<file path="src/rtl/cpu_sequencer.sv">
// cpu_sequencer: multi-cycle FETCH/DECODE/EXEC/MEMWAIT/WB control FSM that owns the shared memory port.
// Optional feature macro: SEQ_PERF_CNT_EN builds the instruction/cycle performance counters.
module cpu_sequencer #(
    parameter int MEM_TIMEOUT = 15,
    parameter int CNT_W       = 16
) (
    input  logic             i_clk,
    input  logic             i_rst,
    input  logic             i_start,
    input  logic             i_halt_op,
    input  logic             i_needs_mem,
    input  logic             i_is_store,
    input  logic             i_needs_wb,
    input  logic             i_mem_ack,
    output logic             o_mem_req,
    output logic             o_mem_sel,
    output logic             o_mem_we,
    output logic             o_ir_load,
    output logic             o_pc_inc,
    output logic             o_decode_en,
    output logic             o_exec_en,
    output logic             o_wb_en,
    output logic [2:0]       o_state,
    output logic             o_halted,
    output logic             o_fault,
    output logic [CNT_W-1:0] o_instr_count,
    output logic [CNT_W-1:0] o_cycle_count
);

    typedef enum logic [2:0] {
        S_IDLE    = 3'd0,
        S_FETCH   = 3'd1,
        S_DECODE  = 3'd2,
        S_EXEC    = 3'd3,
        S_MEMWAIT = 3'd4,
        S_WB      = 3'd5,
        S_HALTED  = 3'd6,
        S_FAULT   = 3'd7
    } state_t;

    state_t     r_state;
    state_t     w_next;
    logic [7:0] r_tmo;
    logic       r_needs_mem;
    logic       r_is_store;
    logic       r_needs_wb;
    logic       r_mem_req;
    logic       r_mem_sel;
    logic       r_mem_we;
    logic       r_decode_en;
    logic       r_exec_en;
    logic       r_wb_en;
    logic       r_halted;
    logic       r_fault;
    logic       w_tmo_hit;
    logic       w_waiting;
    logic       w_enter_wait;

    assign w_tmo_hit    = (r_tmo == 8'(MEM_TIMEOUT - 1));
    assign w_waiting    = (r_state == S_FETCH) || (r_state == S_MEMWAIT);
    assign w_enter_wait = (w_next != r_state) &&
                          ((w_next == S_FETCH) || (w_next == S_MEMWAIT));

    // An ack on the last allowed wait cycle is checked before the timeout.
    always_comb begin
        // NOTE: default assignment first so no path through the case leaves w_next unassigned (no latch).
        w_next = r_state;
        case (r_state)
            S_IDLE:    if (i_start) w_next = S_FETCH;
            S_FETCH: begin
                if (i_mem_ack)      w_next = S_DECODE;
                else if (w_tmo_hit) w_next = S_FAULT;
            end
            S_DECODE:  w_next = i_halt_op ? S_HALTED : S_EXEC;
            S_EXEC: begin
                if (r_needs_mem)     w_next = S_MEMWAIT;
                else if (r_needs_wb) w_next = S_WB;
                else                 w_next = S_FETCH;
            end
            S_MEMWAIT: begin
                if (i_mem_ack)      w_next = r_needs_wb ? S_WB : S_FETCH;
                else if (w_tmo_hit) w_next = S_FAULT;
            end
            S_WB:      w_next = S_FETCH;
            default:   w_next = r_state;
        endcase
    end

    // Moore outputs are registered from the next state so they change with r_state.
    always_ff @(posedge i_clk) begin
        if (i_rst) begin
            r_state     <= S_IDLE;
            r_tmo       <= '0;
            r_needs_mem <= 1'b0;
            r_is_store  <= 1'b0;
            r_needs_wb  <= 1'b0;
            r_mem_req   <= 1'b0;
            r_mem_sel   <= 1'b0;
            r_mem_we    <= 1'b0;
            r_decode_en <= 1'b0;
            r_exec_en   <= 1'b0;
            r_wb_en     <= 1'b0;
            r_halted    <= 1'b0;
            r_fault     <= 1'b0;
        end else begin
            // NOTE: non-blocking assignments so every register samples pre-edge values.
            r_state <= w_next;
            if (r_state == S_DECODE) begin
                r_needs_mem <= i_needs_mem;
                r_is_store  <= i_is_store;
                r_needs_wb  <= i_needs_wb;
            end
            if (w_enter_wait)
                r_tmo <= '0;
            else if (w_waiting && !i_mem_ack)
                r_tmo <= r_tmo + 8'd1;
            r_mem_req   <= (w_next == S_FETCH) || (w_next == S_MEMWAIT);
            r_mem_sel   <= (w_next == S_MEMWAIT);
            r_mem_we    <= (w_next == S_MEMWAIT) && r_is_store;
            r_decode_en <= (w_next == S_DECODE);
            r_exec_en   <= (w_next == S_EXEC);
            r_wb_en     <= (w_next == S_WB);
            r_halted    <= (w_next == S_HALTED);
            r_fault     <= (w_next == S_FAULT);
        end
    end

    assign o_state     = r_state;
    assign o_mem_req   = r_mem_req;
    assign o_mem_sel   = r_mem_sel;
    assign o_mem_we    = r_mem_we;
    assign o_decode_en = r_decode_en;
    assign o_exec_en   = r_exec_en;
    assign o_wb_en     = r_wb_en;
    assign o_halted    = r_halted;
    assign o_fault     = r_fault;
    assign o_ir_load   = (r_state == S_FETCH) && i_mem_ack;
    assign o_pc_inc    = (r_state == S_FETCH) && i_mem_ack;

`ifdef SEQ_PERF_CNT_EN
    logic [CNT_W-1:0] r_instr_count;
    logic [CNT_W-1:0] r_cycle_count;
    logic             w_retire;
    logic             w_active;

    assign w_retire = ((w_next == S_FETCH) && (r_state inside {S_EXEC, S_MEMWAIT, S_WB})) ||
                      ((w_next == S_HALTED) && (r_state == S_DECODE));
    assign w_active = r_state inside {S_FETCH, S_DECODE, S_EXEC, S_MEMWAIT, S_WB};

    // Both counters saturate at all-ones instead of wrapping.
    always_ff @(posedge i_clk) begin
        if (i_rst) begin
            r_instr_count <= '0;
            r_cycle_count <= '0;
        end else begin
            if (w_retire && (r_instr_count != '1))
                r_instr_count <= r_instr_count + 1'b1;
            if (w_active && (r_cycle_count != '1))
                r_cycle_count <= r_cycle_count + 1'b1;
        end
    end

    assign o_instr_count = r_instr_count;
    assign o_cycle_count = r_cycle_count;
`else
    assign o_instr_count = '0;
    assign o_cycle_count = '0;
`endif

endmodule
</file>
<file path="config.mk">
export PLATFORM = sky130hd
export DESIGN_NAME = cpu_sequencer
export DESIGN_NICKNAME = d
export VERILOG_FILES = /design/src/rtl/cpu_sequencer.sv
export SDC_FILE = /design/constraint.sdc
export NUM_CORES = 1
export LEC_CHECK = 0
export CAP_MARGIN = 20
export CORE_MARGIN = 2
export CORE_UTILIZATION = 40
export CTS_BUF_LIST = sky130_fd_sc_hd__clkbuf_4 sky130_fd_sc_hd__clkbuf_8
export DETAILED_ROUTE_END_ITERATION = 10
export GPL_TIMING_DRIVEN = 0
export PLACE_DENSITY = 0.75
export SLEW_MARGIN = 30
export SYNTH_ARGS = -nofsm -noshare
export SYNTH_HDL_FRONTEND = slang
export SYNTH_SLANG_ARGS = --single-unit
</file>
<file path="constraint.sdc">
create_clock -name i_clk -period 2.75 [get_ports i_clk]
set_clock_uncertainty 0.15 [all_clocks]
set_input_delay 0.275 -clock i_clk [delete_from_list [all_inputs] [get_ports i_clk]]
set_output_delay 0.275 -clock i_clk [all_outputs]
set_load 0.1 [all_outputs]
</file>
# Yosys cells after proc, flatten, opt, wreduce, memory -nomap -nowiden
# Index checks and enable logic that the tools add are counted.
[classes]
add_sub_neg = 1
n_div = 0
n_reduce_logical = 9
bitwise = 0
mul = 0
shift = 0
muxes = 8
n_lt_le_gt_ge = 0
eq_ne = 14
[ops]
columns = ["op", "count"]
rows = [
  ["3-bit 2-to-1 mux", 7],
  ["3-bit == test, second input constant", 6],
  ["3-bit one-hot mux with 6 select lines", 1],
  ["3-bit by 2-bit == test with 1-bit output, second input constant", 4],
  ["8-bit by 1-bit adder with 8-bit output, second input constant", 1],
  ["8-bit by 4-bit == test with 1-bit output, second input constant", 1],
  ["3-bit by 1-bit == test with 1-bit output, second input constant", 2],
  ["1-bit logical AND", 4],
  ["3-bit zero test", 1],
  ["3-bit inequality test", 1],
  ["1-bit logical OR", 2],
  ["2-bit OR reduction", 1],
  ["1-bit zero test", 1],
]
[word_totals]
n_memories = 0
inputBits = 8
rom_bits = 0
register_bits = 22
out_inout_bits = 45
mem_bits_rw = 0
latch_bits = 0

# Longest topological paths before layout
[logic_depth]
ltp_word = 8
ltp_mapped = 8

# Least setup slack after synthesis
# Ideal clock, no wire load.
[synth_path]
path_type = "reg2out"
from = "reg r_state[0], in the netlist o_state[0]"
to = "out o_pc_inc"
path_slack_ns = -1.536
arrival_ns = 3.861
required_ns = 2.325
path_stages_with_launch = 4
path_cell_list = "dfxtp_1 > nand2b_1 > nor3_1 > buf_4"
[synth_via]
elab_chain_cells = 2
[synth_rtl]
columns = ["element", "line", "text"]
rows = [
  ["start, declared", "41", "state_t r_state;"],
  ["start signal, assigned", "107", "r_state <= w_next;"],
  ["3-bit by 1-bit == test with 1-bit output", "--", ""],
  ["1-bit logical AND", "--", ""],
  ["end, declared", "19", "output logic o_pc_inc,"],
]
# Every way passes these cells.

# Final worst setup path
[layout_path]
from = "reg r_state[2], in the netlist o_state[2]"
to = "out o_pc_inc"
[layout_via]
elab_chain_cells = 2
[layout_rtl]
columns = ["element", "line", "text"]
rows = [
  ["3-bit by 1-bit == test with 1-bit output", "138", "assign o_pc_inc = (r_state == S_FETCH) && i_mem_ack;"],
  ["1-bit logical AND", "138", ""],
]
# Every way passes these cells.

==> results.tsv <==
metric	value	unit
outcome	complete, no violations	
core	0.003053	mm²
cp-start-kind	flop	
ys_ff_latch	22	
clk_pin_slew_worst_paths	0.12	ns
drt_iter0_markers	20	
arrival	2.19	ns
period_needed	2.610	ns
synth_edf_count	0	
wl_per_cell	8.836	µm
timing.fmax	383.1	MHz
p_leak	0.7999	nW
floorplan.initialDensity	42.21	%
min_path_cells	1	
worst-path-buf-inv	3	
p_per_area	586.1	mW/mm²
required	2.33	ns
critPathTopFamily	buffers and inverters	
worst_slew_pin_slew	0.9637	ns
gp_congestion	0.7828	
ys_types	35	
cts-root-buf	clkbuf_4	
max_slew_margin	35.55	%
vdd_drop_max	251.4	µV
grt_overflow_total	0	
viasPerCell	4.248	
cts-buffers-inserted	3	
ys.flop_type	dfxtp_1	
rows	20	
layout_common_cells	buf_4, conb_1, dfxtp_1	
min_path_type	flop to flop	
ctsLongestPathBuffers	2	
drc	0	
cts_sinks	22	
yosysWarnings	0	
synth_area	0.001289	mm²
nets	217	
tritoncts	done	
max_stage_delay	0.84	ns
die-area	0.003692	mm²
async_flop_share	0	%
htree_levels	1	
pin_count	53	
setup_viol_count_final	0	
post_cts_buffers	0	
ys_seq_area_share	34.17	%
syn_to_final_growth	34.17	%
syn_inst	151	
die_y	60.76	µm
num_vias	1062	
first_pass_iters	5	
grt_pass1_wl	3.567	mm
wl	2.209	mm
track_usage	13.01	%
grt_max_degree	14	
drive_above_1_share	22.82	%
port_buffers	20	
total_power	1.013	mW
ctsHoldBuffers	0	
critical_path_class	flop to output port	
slowest_stage	dlygate4sd2_1	
r2r_cells	8	
hpwl	1.734	mm
rsz0062_at_grt	false	
critical_path_cell_count	5	
cp_max_fo	10	
worstSetupEndpointType	output port	
worstSkewPairLatency	0.31	ns
cp_cell_sequence	buf_2 -> nand2b_1 -> nor3_4 -> buf_6 -> dlygate4sd2_1	
grt_pass1_vias	891	
die_width	60.76	µm
fin_crit_sh	94.92	%
fin_hold_ws	0.3327	ns
antenna_found_initial	0	
antennaDiodeCount	0	
drv_slew	0	
postRouteAntennaNets	0	
finalHoldViolations	0	
maxCapViolCount	0	
syn_area_per_cell	8.535	µm²
[cell families after synthesis]
| logic type | after synthesis | synth area share [%] |
|---|---|---|
| and+or+nand+nor | 51 | 20.87 |
| buffers and inverters | 43 | 22.33 |
| AOI/OAI and AO/OA | 22 | 13.40 |
| DFF | 22 | 34.17 |
| xor gates and xnor gates | 8 | 5.437 |
| adders and majority gates | 2 | 1.941 |
| muxes | 2 | 1.553 |
| other | 1 | 0.2910 |
[final cells by class]
class	count	area, µm²
fill	292	1324
inverter	5	18.77
tap	44	55.05
sequential	22	444.2
multi-input combinational	117	688.2
clock buffer	3	22.52
clock inverter	1	30.03
buffer	38	272.8
timing repair buffer	20	197.7
[synthesized netlist by cell type (2+ instances only)]
library cell  count  area share [%]
xnor2_1           3             2.0
xor2_1            5             3.4
nor2_1           12             3.5
nand2_1           8             2.3
buf_2             2            0.78
and2_1            3             1.5
nand4_1           2            0.97
o21ai_0           4             1.6
and3_1            4             1.9
mux2i_1           2             1.6
dfxtp_1          22              34
a21o_1            2             1.2
nor3_1            9             3.5
inv_1             5             1.5
and4_1            2             1.4
nand3_1           2            0.78
nand2b_1          5             2.4
ha_1              2             1.9
clkbuf_1          3            0.87
buf_4            33              19
a21oi_1           7             2.7
[layer usage]
metal / up-vias / GRT usage (%) / share of wire (%)
li1: 554 / - / -
met1: 476 / 14.40 / 43
met2: 28 / 23.50 / 50
met3: 4 / 4.478 / 5.5
met4: 0 / 3.727 / 1.3
met5: - / 0 / 0
[state kept, by name (all words and copies together), names as in the netlist]
signal / flops
r_tmo: 8
o_state: 3
o_decode_en: 1
o_exec_en: 1
o_fault: 1
o_halted: 1
o_mem_req: 1
o_mem_sel: 1
o_mem_we: 1
o_wb_en: 1
r_is_store: 1
r_needs_mem: 1
r_needs_wb: 1
[stage by stage]
stage	TNS (ns)	area [µm²]	cells	setup slack (ns)	utilization (%)
finish	0	1729	250	0.1398	56.64
global route	0	1729	250	0.01824	56.64
CTS	0	1729	250	0.1283	56.64
detailed placement	-0.04928	1679	246	-0.04928	55.00
global placement	-0.04989	1679	246	-0.04989	55.00
floorplan	0	1424	182	0.2230	-
[final timing paths]
kind / to / slack, ns / from
setup reg to reg: r_tmo[2] / 0.36 / r_tmo[0]
hold / removal: o_mem_we / 0.33 / r_is_store
setup / recovery: o_pc_inc / 0.14 / o_state[2]
hold reg to reg: o_mem_we / 0.33 / r_is_store
[power by group]
| part | leakage (nW) | switching, mW | internal [mW] |
|---|---|---|---|
| clock | 0.0279 | 0.0999 | 0.147 |
| combinational | 0.592 | 0.335 | 0.0922 |
| sequential | 0.179 | 0.00785 | 0.331 |
[worst reg2reg max path, cell delays in order (launching register included)]
cell and delay [ns]:
dfxtp_1 0.40, inv_1 0.06, ha_1 0.20, and4b_1 0.22, and4_1 0.19, o31a_1 0.28
a21o_1 0.20, a221oi_4 0.46, nor3_1 0.10
[timing repair]
| action | CTS | global route |
|---|---|---|
| hold endpoints to repair | 0 | 0 |
| resized for setup | 2 | 0 |
| setup endpoints to repair | 2 | 0 |
(Power assumes the default switching activity.)
